### src/rtl/riscv_pkg.sv
// Shared RISC-V load definitions: funct3 encodings, aligner FSM states and access sizes.
// Honours LOAD_MISALIGN_SPLIT_EN (adds the second-read states for split misaligned loads).
package riscv_pkg;

    localparam logic [2:0] F3_LB  = 3'b000;
    localparam logic [2:0] F3_LH  = 3'b001;
    localparam logic [2:0] F3_LW  = 3'b010;
    localparam logic [2:0] F3_LD  = 3'b011;
    localparam logic [2:0] F3_LBU = 3'b100;
    localparam logic [2:0] F3_LHU = 3'b101;
    localparam logic [2:0] F3_LWU = 3'b110;

    typedef logic [3:0] size_t;

    typedef enum logic [2:0] {
        S_IDLE,
        S_REQ0,
        S_WAIT0,
`ifdef LOAD_MISALIGN_SPLIT_EN
        S_REQ1,
        S_WAIT1,
`endif
        S_RESP
    } lau_state_t;

    // Access size in bytes; the low two funct3 bits encode it for both signed and unsigned loads.
    function automatic size_t load_size(input logic [2:0] f3);
        case (f3[1:0])
            2'b00:   load_size = 4'd1;
            2'b01:   load_size = 4'd2;
            2'b10:   load_size = 4'd4;
            default: load_size = 4'd8;
        endcase
    endfunction

endpackage

### src/rtl/load_extend.sv
// Combinational byte/half/word/double selection from a two-word window plus sign/zero extension.
module load_extend #(
    parameter int XLEN      = 32,
    parameter int BUS_BYTES = 4,
    localparam int OFF_W    = $clog2(BUS_BYTES)
) (
    input  logic [16*BUS_BYTES-1:0] words,
    input  logic [OFF_W-1:0]        offset,
    input  logic [2:0]              funct3,
    output logic [XLEN-1:0]         result
);
    import riscv_pkg::*;

    logic [XLEN-1:0] field;

    always_comb begin
        field = XLEN'(words >> {offset, 3'b000});
        case (funct3)
            F3_LB:   result = XLEN'($signed(field[7:0]));
            F3_LH:   result = XLEN'($signed(field[15:0]));
            F3_LW:   result = XLEN'($signed(field[31:0]));
            F3_LD:   result = field;
            F3_LBU:  result = XLEN'(field[7:0]);
            F3_LHU:  result = XLEN'(field[15:0]);
            F3_LWU:  result = XLEN'(field[31:0]);
            default: result = '0;
        endcase
    end

endmodule

### src/rtl/load_align_unit.sv
// Sequential load aligner: word-aligned memory reads, field extraction, extension, valid/ready result.
// LOAD_MISALIGN_SPLIT_EN: crossing loads use two reads instead of returning an error.
module load_align_unit #(
    parameter int XLEN      = 32,
    parameter int BUS_BYTES = 4
) (
    input  logic                   clk,
    input  logic                   reset,
    input  logic                   req_valid,
    output logic                   req_ready,
    input  logic [XLEN-1:0]        req_addr,
    input  logic [2:0]             req_funct3,
    output logic                   mem_req_valid,
    input  logic                   mem_req_ready,
    output logic [XLEN-1:0]        mem_req_addr,
    input  logic                   mem_rsp_valid,
    input  logic [8*BUS_BYTES-1:0] mem_rsp_data,
    output logic                   rsp_valid,
    input  logic                   rsp_ready,
    output logic [XLEN-1:0]        rsp_data,
    output logic                   rsp_err
);
    import riscv_pkg::*;

    localparam int OFF_W = $clog2(BUS_BYTES);
    localparam int BUS_W = 8 * BUS_BYTES;

    lau_state_t        state, state_d;
    logic [XLEN-1:0]   addr_q;
    logic [2:0]        f3_q;
    logic              load_rsp;
    logic [XLEN-1:0]   rsp_data_d;
    logic              rsp_err_d;
    logic [OFF_W-1:0]  req_off;
    size_t             req_size;
    logic              illegal;
    logic              req_err;
    logic [XLEN-1:0]   word_addr;
    logic [2*BUS_W-1:0] ext_words;
    logic [XLEN-1:0]   ext_result;

    assign req_off  = req_addr[OFF_W-1:0];
    assign req_size = load_size(req_funct3);
    assign illegal  = (req_funct3 == 3'b111) ||
                      ((XLEN == 32) && ((req_funct3 == F3_LD) || (req_funct3 == F3_LWU)));

    assign word_addr     = {addr_q[XLEN-1:OFF_W], {OFF_W{1'b0}}};
    assign req_ready     = (state == S_IDLE);
    assign rsp_valid     = (state == S_RESP);

`ifdef LOAD_MISALIGN_SPLIT_EN
    logic [4:0]       end_pos;
    logic             crossing;
    logic             cross_q;
    logic             capture_w0;
    logic [BUS_W-1:0] w0_q;

    assign end_pos       = 5'(req_off) + 5'(req_size);
    assign crossing      = (end_pos > 5'(BUS_BYTES));
    assign req_err       = illegal;
    assign mem_req_valid = (state == S_REQ0) || (state == S_REQ1);
    // Second read wraps modulo 2^XLEN through plain truncating addition.
    assign mem_req_addr  = (state == S_REQ1) ? word_addr + XLEN'(BUS_BYTES) : word_addr;
    assign ext_words     = (state == S_WAIT1) ? {mem_rsp_data, w0_q}
                                              : {{BUS_W{1'b0}}, mem_rsp_data};
`else
    logic misalign;

    assign misalign      = ((size_t'(req_off) & (req_size - 4'd1)) != 4'd0);
    assign req_err       = illegal || misalign;
    assign mem_req_valid = (state == S_REQ0);
    assign mem_req_addr  = word_addr;
    assign ext_words     = {{BUS_W{1'b0}}, mem_rsp_data};
`endif

    load_extend #(.XLEN(XLEN), .BUS_BYTES(BUS_BYTES)) u_extend (
        .words  (ext_words),
        .offset (addr_q[OFF_W-1:0]),
        .funct3 (f3_q),
        .result (ext_result)
    );

    always_ff @(posedge clk) begin
        if (reset) begin
            state    <= S_IDLE;
            rsp_data <= '0;
            rsp_err  <= 1'b0;
        end else begin
            state <= state_d;
            if (load_rsp) begin
                rsp_data <= rsp_data_d;
                rsp_err  <= rsp_err_d;
            end
        end
    end

    always_ff @(posedge clk) begin
        if (state == S_IDLE && req_valid) begin
            addr_q <= req_addr;
            f3_q   <= req_funct3;
`ifdef LOAD_MISALIGN_SPLIT_EN
            cross_q <= crossing;
`endif
        end
`ifdef LOAD_MISALIGN_SPLIT_EN
        if (capture_w0) w0_q <= mem_rsp_data;
`endif
    end

    always_comb begin
        state_d    = state;
        load_rsp   = 1'b0;
        rsp_data_d = ext_result;
        rsp_err_d  = 1'b0;
`ifdef LOAD_MISALIGN_SPLIT_EN
        capture_w0 = 1'b0;
`endif
        case (state)
            S_IDLE: begin
                if (req_valid) begin
                    if (req_err) begin
                        state_d    = S_RESP;
                        load_rsp   = 1'b1;
                        rsp_data_d = '0;
                        rsp_err_d  = 1'b1;
                    end else begin
                        state_d = S_REQ0;
                    end
                end
            end
            S_REQ0: if (mem_req_ready) state_d = S_WAIT0;
            S_WAIT0: begin
                if (mem_rsp_valid) begin
`ifdef LOAD_MISALIGN_SPLIT_EN
                    if (cross_q) begin
                        capture_w0 = 1'b1;
                        state_d    = S_REQ1;
                    end else begin
                        load_rsp = 1'b1;
                        state_d  = S_RESP;
                    end
`else
                    load_rsp = 1'b1;
                    state_d  = S_RESP;
`endif
                end
            end
`ifdef LOAD_MISALIGN_SPLIT_EN
            S_REQ1: if (mem_req_ready) state_d = S_WAIT1;
            S_WAIT1: begin
                if (mem_rsp_valid) begin
                    load_rsp = 1'b1;
                    state_d  = S_RESP;
                end
            end
`endif
            S_RESP: if (rsp_ready) state_d = S_IDLE;
            default: state_d = S_IDLE;
        endcase
    end

endmodule
### config.mk
export PLATFORM = sky130hd
export DESIGN_NAME = load_align_unit
export DESIGN_NICKNAME = d
export VERILOG_FILES = /design/src/rtl/riscv_pkg.sv /design/src/rtl/load_extend.sv /design/src/rtl/load_align_unit.sv
export SDC_FILE = /design/constraint.sdc
export NUM_CORES = 1
export LEC_CHECK = 0
export ABC_CLOCK_PERIOD_IN_PS = 5730
export CORE_MARGIN = 2
export CORE_UTILIZATION = 44
export DETAILED_ROUTE_END_ITERATION = 7
export GPL_TIMING_DRIVEN = 1
export PLACE_DENSITY = 0.88
export SLEW_MARGIN = 20
export SYNTH_ARGS = -nofsm -noshare
export SYNTH_HDL_FRONTEND = slang
export SYNTH_SLANG_ARGS = --single-unit
### constraint.sdc
create_clock -name clk -period 5.73 [get_ports clk]
set_input_delay 1.719 -clock clk [delete_from_list [all_inputs] [get_ports clk]]
set_output_delay 1.719 -clock clk [all_outputs]
set_load 0.02 [all_outputs]
* Word-level counts from Yosys, hierarchy flattened
Cells that the tools add are included.
Word-level totals: flip-flop bits (word level) 71, logic and storage cells 52
Cells by class: add/subtract/negate cells 1, equality and inequality tests 18, shift-type cells 1, mux-type cells 16, bitwise logic cells 1, reductions and logical operators 10
Operator list (count):
- $pmux W32 S5 | 1
- $mux W32 | 3
- $shr A32 B5 Y32 | 1
- $eq A3 B2 Y1 const B | 5
- $eq A3 B3 Y1 const B | 5
- $mux W3 | 4
- $pmux W3 S4 | 1
- $pmux W4 S3 | 1
- $eq A3 B1 Y1 const B | 2
- $logic_not A3 Y1 | 2
- $and A2 B4 Y4 | 1
- $mux W1 | 4
- $ne A2 B1 Y1 const B | 2
- $ne A2 B2 Y1 const B | 2
- $reduce_and A4 Y1 | 1
- $reduce_bool A4 Y1 | 1
- $sub A4 B1 Y4 const B | 1
- $logic_or A1 B1 Y1 | 3
- $reduce_or A3 Y1 | 1
- $eq A2 B1 Y1 const B | 1
- $eq A2 B2 Y1 const B | 1
- $logic_not A2 Y1 | 1
- $mux W2 | 1
- $pmux W1 S2 | 1
- $logic_and A1 B1 Y1 | 1

* Logic depth before layout (Yosys ltp)
Gate-level depths: netlist of the first run.
depth after elaboration 9, mapped depth 8, depth with buffers taken out 6

* Modules after synthesis
From an unflattened synthesis of the first run, not the netlist that was laid out.
Second synthesis, totals: cell total of the unflattened synthesis 348, area, all modules 4026.4 sq um
Modules (own cells, without submodules):
- load_align_unit | instances 1, cells each 236, area an instance 2781.4 sq um, sequential area each 1751.7 sq um
- load_extend | instances 1, cells each 112, area an instance 1244.9 sq um, sequential area each 0.0 sq um

* Least setup slack after synthesis of the first run
Ideal clock, no wire load.
kind input port to flip-flop, start in req_valid, end reg rsp_data[5], setup time 0.117 ns, data arrival time 3.529 ns, data required time 5.613 ns, slack 2.084 ns, cell stages on the path 6, buffers on the path 2, cells stage by stage and2_1 a31oi_4 and2_1 buf_4 buf_4 a32o_2
On the way: cells in the longest elaborated chain, start to end 2
Ends and longest elaborated chain:
- start, declared | RTL line load_align_unit.sv:9 | input logic req_valid,
- $mux W1 or $mux W32 (tied branches) | RTL line load_align_unit.sv:120 | if (req_valid) begin
- $pmux W1 S2 or $mux W32 (tied branches) | RTL line load_align_unit.sv:118 | case (state)
- end signal, assigned | RTL line load_align_unit.sv:91 | rsp_data <= rsp_data_d;
- end, declared | RTL line load_align_unit.sv:20 | output logic [XLEN-1:0] rsp_data,
Several ways; a longest one is shown, not always the timed one. A chain may end at the register's enable or synchronous reset.

* Worst setup path in the final report of the first run
start in req_funct3[0], end reg rsp_data[0]
On the way: cells in the longest elaborated chain, start to end 9
Ends and longest elaborated chain:
- start, declared | RTL line load_align_unit.sv:12 | input logic [2:0] req_funct3,
- $eq A2 B2 Y1 (tied with other cells) | RTL line riscv_pkg.sv:28 | case (f3[1:0])
- $pmux W4 S3 | RTL line riscv_pkg.sv:28
- $sub A4 B1 Y4 | RTL line load_align_unit.sv:69 | assign misalign = ((size_t'(req_off) & (req_size - 4'd1)) != 4'd0);
- $and A2 B4 Y4 | RTL line load_align_unit.sv:69
- $reduce_bool A4 Y1 | RTL line load_align_unit.sv:69
- $logic_or A1 B1 Y1 * | RTL line load_align_unit.sv:70 | assign req_err = illegal || misalign;
- $mux W1 or $mux W32 (tied branches) | RTL line load_align_unit.sv:121 | if (req_err) begin
- $mux W1 or $mux W32 (tied branches) | RTL line load_align_unit.sv:120
- $pmux W1 S2 or $mux W32 (tied branches) | RTL line load_align_unit.sv:118
Every way passes the cells marked *; elsewhere a longest branch is shown, timed or not.

==> results of run 1 <==
[final timing paths]
path | end | slack [ns] | cells past startpoint
worst min register to register | rsp_data[11] | 0.47 | 1
worst max register to register | rsp_data[15] | 3.37 | 4
worst min-delay path | rsp_data[11] | 0.47 | 1
worst max-delay path | rsp_data[0] | 1.99 | 5
[worst max-delay path, cell delays in order]
cell and delay, ns:
clkdlybuf4s50_1 0.44, or4_4 0.59, a31oi_4 0.22, and3b_1 0.75, a32o_1 0.28
[kinds of logic after synthesis]
group,count (synthesis),share of synthesized area [%]
muxes,18,5.84
adders and majority gates,4,1.51
other,1,0.113
and+or+nand+nor,45,7.39
AOI/OAI and AO/OA,82,19.9
DFF,70,52.8
buffers and inverters,61,12.4
[synth_stat cells (all sizes together), types with 3 or more instances]
library cell  count  area (um2)
inv              11        41.3
edfxtp           35        1050
ha                4        50.1
a32o              7        73.8
mux2i            16         160
buf              44         348
nand2            14        52.6
dfxtp            35         701
a21oi             9        45.0
nor2              4        15.0
o22ai            16         100
clkbuf            6        22.5
o2bb2ai          14         123
a31oi             3        33.8
a211o             8        70.1
nand2b            4        25.0
a22o             18         158
nor2b            12        75.1
[routing by layer]
layer	wire length [um]	vias up	GRT usage (%)
met4	91	0	7.20
li1	-	1230	-
met1	3590	1207	24.7
met2	4030	98	32.0
met3	391	8	3.42
met5	0	-	0
[power groups by stage]
stage	clock network, uW	registers, uW	logic [uW]
after floorplan	0	682	424
after global placement	0	679	584
after detailed placement	0	685	594
after CTS	334	673	599
after global routing	355	681	644
final	326	673	600
[area by class of cell]
type                       instances  area share (%)
timing repair buffer             140            30.1
clock inverter                     5           0.594
tap                               99            2.67
sequential                        70            37.8
clock buffer                      11            2.84
inverter                          11           0.891
multi-input combinational        151            25.0
[flip-flops by register name (all words and copies together), names as in the netlist]
signal    flops
addr_q       32
rsp_data     32
f3_q          3
state         2
rsp_err       1
[through the flow]
stage                     total power (uW)  cells  area, um2
after floorplan                       1110    282       3320
after global placement                1260    471       4470
after detailed placement              1280    471       4470
after CTS                             1610    487       4630
after global routing                  1680    487       4630
final                                 1600    487       4630
==> summary.txt, run 1 <==
Finish
  – Fin util: 63.5%
  – Syn-to-layout area delta: 39.6%
  – Nets: 460
  – Fillers: 600
  – Most frequent cells in the layout: clkdlybuf4s50_1 (138), edfxtp_1 (35), dfxtp_1 (35)
  – Antenna cell count: 0
  – Commonest non-fill, non-tap cell in the layout: clkdlybuf4s50_1
  – Share of cells above drive strength 1: 6.70%
  – Sequential Area: 1750 um2
  – Footprint of the multi-input gates: roughly 1200 um2

Global routing
  – Initial antenna violation count: 0
  – Largest net degree at the start of global routing: 40
  – First-pass GRT wire length: about 12,000 um
  – GRT Total Usage: between 10% and 20%
  – GRT overflow: 0
  – Number of global-route vias before repair: 2,456

Floorplanning
  – Row Count: 31
  – Die W: between 90 and 100 um
  – I/O pin count: 141
  – Initial Util: 45.5%
  – CORE AREA: 7290 um2
  – Die area: 8250 um2
  – Die H: approximately 90 um

Timing
  – Final period util: 65.2%
  – Final Hold Fails: 0
  – Final setup violation count: 0
  – Slew headroom: a little over a third
  – Peak Freq: 268 MHz
  – Worst-Margin Slew: 0.970 ns
  – Final setup TNS: 0 ns
  – Final WS setup: 1.99 ns
  – Crit path time final: 3.74 ns
  – RSZ-0062 raised after global routing: no
  – Max Slew Vio Count: 0
  – Hold WS: 0.472 ns
  – Final Skew: 0.00725 ns

Placed design
  – Setup Slack @ Placement: 1.50 ns
  – Dpl hpwl: 6130 um
  – Port Buffer Count: 138
  – Routability Congestion: between 0.8 and 0.9

Clock tree
  – Postcts setup bufs: 0
  – Worst skew pair latency: 0.33 ns
  – CTS Sinks: 70
  – Root buf cell: clkbuf_8
  – Buffer depth of the longest clock path: 2
  – Post-CTS Hold Fix Bufs: 0
  – PostCTS Resize Cnt: 0
  – H-tree Lvls: 3
  – Num CTS Buffers: 9
  – Clock-pin slew on the worst setup and hold paths: 0.07 ns
  – CTS tree: yes

Hold path
  – Worst hold path class: reg -> reg
  – Hold_sp: rsp_data[11]

Detailed routing
  – WL per Instance: 16.6 um
  – Vias/cell: 5.22
  – Iter 0 DRT Violations: between 150 and 200
  – Final antenna-violating net count: 0
  – DRC Markers: 0
  – Vias: ~2,500
  – Drt first pass iters: 4
  – Final WL: just over 8000 um

Synth
  – Synth cell types: 39
  – Register area share after synthesis: between 50% and 60%
  – Number of flops mapped to enable cells by yosys: 35
  – Ys Warns: 0
  – Gate Count Post-Synth: 281
  – Synth Register Bits: 70
  – Synth async-reset ratio: 0%
  – Post-synth top flop: edfxtp_1
  – Syn Area/Cell: 11.8 um2
  – Synth Cell Area: 3320 um2

Pwr
  – Int Pwr: between 1000 and 1500 uW
  – Psw: roughly 550 uW
  – Clock power share: approximately a fifth
  – Sw Ratio: 34.4%
  – Sequential power share: approximately 42%
  – PwrDens: 345 nW/um2
  – Comb pwr share: 37.5%
  – Max IR drop VDD: 0.000243 V
  – Leakage Power: 0.00172 uW

Worst setup path
  – Crit Path Category: in -> reg
  – WP data required: 6.00 ns
  – Startpoint Class: input port
  – Crit path launch: req_funct3[0]
  – Critical path fanouts, max: 24
  – Arrival @ worst endpoint: 4.01 ns
  – Crit end category: flip-flop
  – Reg2reg start: addr_q[1]

Outcome
  – Status: completed

Run
  – Max_cap viols: 0
No activity file was read; power rests on OpenSTA's default activity.
==> inputs of run 2 (changes only) <==
--- a/config.mk
+++ b/config.mk
@@ -5,12 +5,12 @@
 export SDC_FILE = /design/constraint.sdc
 export NUM_CORES = 1
 export LEC_CHECK = 0
-export ABC_CLOCK_PERIOD_IN_PS = 5730
+export ABC_CLOCK_PERIOD_IN_PS = 3500
 export CORE_MARGIN = 2
-export CORE_UTILIZATION = 44
+export CORE_UTILIZATION = 43
 export DETAILED_ROUTE_END_ITERATION = 7
 export GPL_TIMING_DRIVEN = 1
-export PLACE_DENSITY = 0.88
+export PLACE_DENSITY = 0.86
 export SLEW_MARGIN = 20
 export SYNTH_ARGS = -nofsm -noshare
 export SYNTH_HDL_FRONTEND = slang
==> constraint.sdc (replaced) <==
create_clock -name clk -period 3.5 [get_ports clk]
set_input_delay 1.05 -clock clk [delete_from_list [all_inputs] [get_ports clk]]
set_output_delay 1.05 -clock clk [all_outputs]
set_load 0.02 [all_outputs]
==> run 2 against run 1 <==
Against the previous run:
- combinational power up 64%
- setup slack worse by 1.2 ns
- critical path depth down 2
- die area up 2.2%
- count of clock-buffer cells in the layout down 2
- design area up 1.1%
- worst hold slack about the same
- first-iteration DRC count unchanged
- clock skew up 0.0014 ns
- global-route usage down 0.84 points
- non-clock buffer count up 2
- register-to-register slack worse by 2.2 ns
- critical endpoint is now req_ready
- largest cell class unchanged
- highest routed layer unchanged
==> summary.txt, run 2 (synthesis gave the netlist of run 1 again) <==
Outcome
  – Status: completed (unchanged)

Pwr
  – Clock power share: 22.9% (was 20.4%)
  – Max IR drop VDD: 0.000479 V (was 0.000243 V)
  – Psw: 910 uW (was 550 uW)
  – Int Pwr: 1790 uW (was 1050 uW)
  – Leakage Power: 0.00174 uW (was 0.00172 uW)
  – Sw Ratio: 33.7% (was 34.4%)
  – Sequential power share: 40.8% (was 42.1%)
  – Comb pwr share: 36.3% (was 37.5%)
  – PwrDens: 578 nW/um2 (was 345 nW/um2)

Finish
  – Fillers: 616 (was 600)
  – Fin util: 61.5% (was 63.5%)
  – Biggest regs: addr_q: 32 flops, rsp_data: 32 flops, f3_q: 3 flops (unchanged)
  – Antenna cell count: 0 (unchanged)
  – Nets: 462 (was 460)
  – Final std cells w/o fill: 492 (was 487)
  – Share of cells above drive strength 1: 7.18% (was 6.70%)
  – Most frequent cells in the layout: clkdlybuf4s50_1 (138), edfxtp_1 (35), dfxtp_1 (35) (unchanged)
  – Syn-to-layout area delta: 41.1% (was 39.6%)
  – Sequential Area: 1750 um2 (unchanged)
  – Commonest non-fill, non-tap cell in the layout: clkdlybuf4s50_1 (unchanged)
  – Footprint of the multi-input gates: 1160 um2 (unchanged)

Worst setup path
  – Worst path cell trace: inv_1 -> ha_1 -> clkdlybuf4s50_1 (was clkdlybuf4s50_1 -> or4_4 -> a31oi_4 -> and3b_1 -> a32o_1)
  – Reg2reg setup slack: 1.13 ns (was 3.37 ns)
  – Crit-path max cell delay: 0.63 ns (was 0.75 ns)
  – Worst Reg-to-Reg Cells: 4 (unchanged)
  – Crit path launch: state[0] (was req_funct3[0])
  – WP data required: 2.45 ns (was 6.00 ns)
  – CP bufs+invs: 2 (was 1)
  – Kind of cell adding the most delay to the critical path: buffers and inverters (was simple AND/OR/NAND/NOR gates)
  – Crit Path Category: reg -> out (was in -> reg)
  – Startpoint Class: flip-flop (was input port)
  – Critical path fanouts, max: 5 (was 24)
  – Reg2reg end: rsp_data[15] (unchanged)
  – Reg2reg start: addr_q[1] (unchanged)
  – Crit-path slowest cell: clkdlybuf4s50_1 (was and3b_1)
  – Arrival @ worst endpoint: 1.66 ns (was 4.01 ns)
  – Crit end category: output pin (was flip-flop)

Hold path
  – Hold EP: rsp_data[10] (was rsp_data[11])
  – Hold_sp: rsp_data[10] (was rsp_data[11])
  – WHS Path Cells: 1 (unchanged)
  – Worst hold path class: reg -> reg (unchanged)

Floorplanning
  – Die W: 91.8 um (was 90.8 um)
  – Die H: 91.8 um (was 90.8 um)
  – Die area: 8440 um2 (was 8250 um2)
  – Row Count: 32 (was 31)
  – CORE AREA: 7610 um2 (was 7290 um2)
  – I/O pin count: 141 (unchanged)
  – Initial Util: 43.6% (was 45.5%)

Detailed routing
  – Final WL: 7880 um (was 8100 um)
  – DRC Markers: 0 (unchanged)
  – WL per Instance: 16.0 um (was 16.6 um)
  – Vias: 2,549 (was 2,543)
  – Vias/cell: 5.18 (was 5.22)
  – Iter 0 DRT Violations: 155 (unchanged)
  – Drt first pass iters: 5 (was 4)
  – Final antenna-violating net count: 0 (unchanged)

Timing
  – Peak Freq: 370 MHz
  – Final period util: between 70% and 80%
  – Final setup violation count: 0 (unchanged)
  – Slew headroom: 37.7% (was 35.3%)
  – Max Slew Vio Count: 0 (unchanged)
  – Worst-Margin Slew: 0.934 ns (was 0.970 ns)
  – Crit path time final: 2.71 ns
  – RSZ-0062 raised after global routing: no (unchanged)
  – Final Skew: 0.00864 ns (was 0.00725 ns)
  – Final Hold Fails: 0 (unchanged)
  – Final setup TNS: 0 ns (unchanged)

Placed design
  – Dpl hpwl: 5930 um (was 6130 um)
  – Placed cell count: 476 (was 471)
  – Routability Congestion: 0.826 (was 0.873)
  – Port Buffer Count: 138 (unchanged)

Clock tree
  – CTS Sinks: 70 (unchanged)
  – Clock-pin slew on the worst setup and hold paths: 0.07 ns (about the same)
  – Num CTS Buffers: 9 (unchanged)
  – PostCTS Resize Cnt: 0 (unchanged)
  – Postcts setup bufs: 0 (unchanged)
  – Root buf cell: clkbuf_8 (unchanged)
  – Post-CTS Hold Fix Bufs: 0 (unchanged)
  – H-tree Lvls: 3 (unchanged)
  – Worst skew pair latency: 0.34 ns (was 0.33 ns)
  – CTS tree: yes (unchanged)
  – Buffer depth of the longest clock path: 2 (unchanged)

Global routing
  – Initial antenna violation count: 0 (unchanged)
  – Largest net degree at the start of global routing: 37 (was 40)
  – GRT overflow: 0 (unchanged)
  – First-pass GRT wire length: 12,100 um (was 12,400 um)
  – GRT Total Usage: 18.3% (was 19.1%)
  – Number of global-route vias before repair: 2,429 (was 2,456)

Run
  – Max_cap viols: 0 (unchanged)
run 2: cell types whose count changed in the layout (fill, tap and decap cells not counted):
cell	delta
clkinv_1	+2
clkinv_2	-3
bufinv_16	+1
buf_4	+2
clkinvlp_4	+2
clkbuf_1	-2
run 2: metal layers:
metal	routed length (um)	track usage [%]	vias up
met3	547	3.20	17
met5	0	0	-
li1	-	-	1228
met2	3820	29.9	116
met1	3320	23.6	1188
met4	192	8.33	0
run 2: how the worst max path moves through the flow:
stage               slack [ns]  cells after the start      endpoint
floorplan                 0.52                      6   rsp_data[5]
global placement          0.53                      6  rsp_data[26]
detailed placement        0.50                      6  rsp_data[16]
CTS                       0.79                      3     req_ready
global route              0.73                      3     req_ready
finish                    0.79                      3     req_ready
run 2: final cells by class:
type | count | area share, %
clock buffer | 9 | 2.65
timing repair buffer | 142 | 30.2
inverter | 11 | 0.882
tap | 102 | 2.73
clock inverter | 7 | 1.39
sequential | 70 | 37.4
multi-input combinational | 151 | 24.8
run 2: worst register-to-register path: cells and delay by family (launching register included):
kind	cells	cell delay, ns
flops	1	0.96
mux	1	0.63
compound gates	2	0.35
simple gates	1	0.30
run 2: metrics by stage:
step | cell area, um2 | hold slack, ns | total power [uW] | setup slack, ns
2_1_floorplan | 3320 | 0.460 | 1810 | 0.523
3_3_place_gp | 4490 | 0.448 | 2070 | 0.529
3_5_place_dp | 4490 | 0.450 | 2100 | 0.504
4_1_cts | 4680 | 0.478 | 2720 | 0.789
5_1_grt | 4680 | 0.496 | 2830 | 0.734
6_report | 4680 | 0.473 | 2700 | 0.794
run 2: power groups by stage:
stage	Combinational [uW]	Sequential (uW)	Clock, uW
after floorplan	694	1120	0
after global placement	959	1110	0
after detailed placement	977	1120	0
after CTS	984	1100	633
after global routing	1050	1120	660
final	982	1100	619
==> inputs of run 3 (changes only) <==
--- a/config.mk
+++ b/config.mk
@@ -5,7 +5,7 @@
 export SDC_FILE = /design/constraint.sdc
 export NUM_CORES = 1
 export LEC_CHECK = 0
-export ABC_CLOCK_PERIOD_IN_PS = 3500
+export ABC_CLOCK_PERIOD_IN_PS = 2500
 export CORE_MARGIN = 2
 export CORE_UTILIZATION = 43
 export DETAILED_ROUTE_END_ITERATION = 7
==> constraint.sdc (replaced) <==
create_clock -name clk -period 2.5 [get_ports clk]
set_input_delay 0.75 -clock clk [delete_from_list [all_inputs] [get_ports clk]]
set_output_delay 0.75 -clock clk [all_outputs]
set_load 0.02 [all_outputs]
==> run 3 against run 2 <==
Against the previous run:
- global-route usage is 0.18 points higher
- flip-flop and latch count stayed put
- count of clock-buffer cells in the layout is 4 higher
- total power is 43% higher
- sequential power is 38% higher
- routed wire length is 1.0% lower
- critical path depth stayed put
- via count is 0.12% lower
- clock skew is 0.0029 ns higher
- utilization is 1.2 points higher
- critical path type unchanged
==> summary.txt, run 3 (synthesis gave the netlist of run 1 again) <==
Detailed routing
  – Vias: 2,546 (was 2,549)
  – Drt first pass iters: 4 (was 5)
  – Top sig layer: met4 (unchanged)
  – WL per Instance: 15.7 um (was 16.0 um)
  – Met3 Routed Length: 451 um (was 547 um)
  – WL met1: 3350 um (was 3320 um)
  – Final WL: 7800 um (was 7880 um)
  – DRC Markers: 0 (unchanged)
  – Iter 0 DRT Violations: 145 (was 155)
  – Vias/cell: 5.13 (was 5.18)
  – Final antenna-violating net count: 0 (unchanged)
  – Metal2 WL: 3830 um (was 3820 um)

Timing
  – Final setup TNS: 0 ns (unchanged)
  – Final period util: 95.2%
  – Max Slew Vio Count: 0 (unchanged)
  – Final Skew: 0.0115 ns (was 0.00864 ns)
  – Final WS setup: 0.121 ns (was 0.794 ns)
  – Final Hold Fails: 0 (unchanged)
  – Slew headroom: 65.5% (was 37.7%)
  – RSZ-0062 raised after global routing: no (unchanged)
  – Worst-Margin Slew: 0.517 ns (was 0.934 ns)
  – Final setup violation count: 0 (unchanged)
  – Crit path time final: 2.38 ns
  – Peak Freq: 420 MHz
  – Hold WS: 0.471 ns (was 0.473 ns)

Floorplanning
  – Die area: 8440 um2 (unchanged)
  – Row Count: 32 (unchanged)
  – CORE AREA: 7610 um2 (unchanged)
  – Die W: 91.8 um (unchanged)
  – Die H: 91.8 um (unchanged)
  – I/O pin count: 141 (unchanged)
  – Initial Util: 43.6% (unchanged)

Pwr
  – Comb pwr share: 37.0% (was 36.3%)
  – Psw: 1270 uW (was 910 uW)
  – Max IR drop VDD: 0.000720 V (was 0.000479 V)
  – Leakage Power: 0.00179 uW (was 0.00174 uW)
  – Sw Ratio: 32.8% (was 33.7%)
  – Sequential power share: 39.1% (was 40.8%)
  – Clock power share: 23.9% (was 22.9%)
  – PwrDens: 813 nW/um2 (was 578 nW/um2)
  – Int Pwr: 2610 uW (was 1790 uW)

Outcome
  – Status: completed (unchanged)

Worst setup path
  – WP data required: 1.75 ns (was 2.45 ns)
  – Reg2reg end: rsp_data[23] (was rsp_data[15])
  – Crit end category: output pin (unchanged)
  – Reg2reg start: addr_q[0] (was addr_q[1])
  – Crit Path Category: reg -> out (unchanged)
  – Critical path fanouts, max: 5 (unchanged)
  – Reg2reg setup slack: 0.68 ns (was 1.13 ns)
  – Worst Reg-to-Reg Cells: 6 (was 4)
  – Startpoint Class: flip-flop (unchanged)
  – Crit path launch: state[1] (was state[0])
  – Arrival @ worst endpoint: 1.63 ns (was 1.66 ns)

Finish
  – Commonest non-fill, non-tap cell in the layout: clkdlybuf4s50_1 (unchanged)
  – Antenna cell count: 0 (unchanged)
  – Share of cells above drive strength 1: 8.63% (was 7.18%)
  – Syn-to-layout area delta: 43.9% (was 41.1%)
  – Most frequent cells in the layout: clkdlybuf4s50_1 (138), edfxtp_1 (35), dfxtp_1 (35) (unchanged)
  – Biggest regs: addr_q: 32 flops, rsp_data: 32 flops, f3_q: 3 flops (unchanged)
  – Nets: 466 (was 462)

Clock tree
  – H-tree Lvls: 3 (unchanged)
  – Buffer depth of the longest clock path: 2 (unchanged)
  – Num CTS Buffers: 9 (unchanged)
  – Worst skew pair latency: 0.34 ns (about the same)
  – Root buf cell: clkbuf_8 (unchanged)
  – Post-CTS Hold Fix Bufs: 0 (unchanged)
  – Clock-pin slew on the worst setup and hold paths: 0.07 ns (about the same)
  – PostCTS Resize Cnt: 0 (unchanged)
  – Postcts setup bufs: 0 (unchanged)
  – CTS Sinks: 70 (unchanged)
  – CTS tree: yes (unchanged)

Hold path
  – WHS Path Cells: 1 (unchanged)
  – Hold_sp: rsp_data[3] (was rsp_data[10])
  – Hold EP: rsp_data[3] (was rsp_data[10])
  – Worst hold path class: reg -> reg (unchanged)

Global routing
  – Initial antenna violation count: 0 (unchanged)
  – First-pass GRT wire length: 12,200 um (was 12,100 um)
  – Largest net degree at the start of global routing: 37 (unchanged)
  – GRT Total Usage: 18.4% (was 18.3%)
  – GRT overflow: 0 (unchanged)
  – Number of global-route vias before repair: 2,477 (was 2,429)

Placed design
  – Routability Congestion: 0.874 (was 0.826)
  – Dpl hpwl: 5880 um (was 5930 um)
  – Port Buffer Count: 138 (unchanged)
  – Setup Slack @ Placement: -0.102 ns (was 0.504 ns)

Run
  – Max_cap viols: 0 (unchanged)
-- run 3: layout make-up --
cell class / instances / area, um2
Sequential cell: 70 / 1750
Inverter: 11 / 41.3
Fill cell: 605 / 2830
Clock buffer: 13 / 193
Timing Repair Buffer: 146 / 1480
Multi-Input combinational cell: 151 / 1160
Clock inverter: 3 / 22.5
Tap cell: 102 / 128
-- run 3: metal layers --
layer,up-vias,track usage (%)
met2,84,29.5
li1,1234,-
met1,1215,23.9
met5,-,0
met4,0,8.21
met3,13,4.27
-- run 3: worst max-delay path by stage --
stage	slack, ns	cells after the start	to
after floorplan	0.20	8	rsp_data[5]
after global placement	-0.05	6	rsp_data[4]
after detailed placement	-0.10	6	rsp_data[1]
after CTS	0.11	3	req_ready
after global routing	0.05	3	req_ready
final	0.12	3	req_ready
-- run 3: per-stage QoR --
stage	std cells	power [uW]	instance area (um2)	util (%)
detailed placement	480	2980	4560	59.9
CTS	496	3910	4770	62.8
global placement	480	2940	4560	59.9
floorplan	282	2530	3320	-
finish	496	3880	4770	62.8
global route	496	4080	4770	62.8
-- run 3: power groups by stage --
stage	Clock, uW	Sequential, uW	Combinational, uW
2_1_floorplan	0	1560	973
3_3_place_gp	0	1540	1400
3_5_place_dp	0	1550	1430
4_1_cts	947	1520	1440
5_1_grt	993	1540	1550
6_report	927	1520	1430
-- run 3: critical path, stage by stage, from the launching register on --
cell and delay, ns:
dfxtp_1 0.34, inv_1 0.09, ha_1 0.23, clkdlybuf4s50_1 0.63
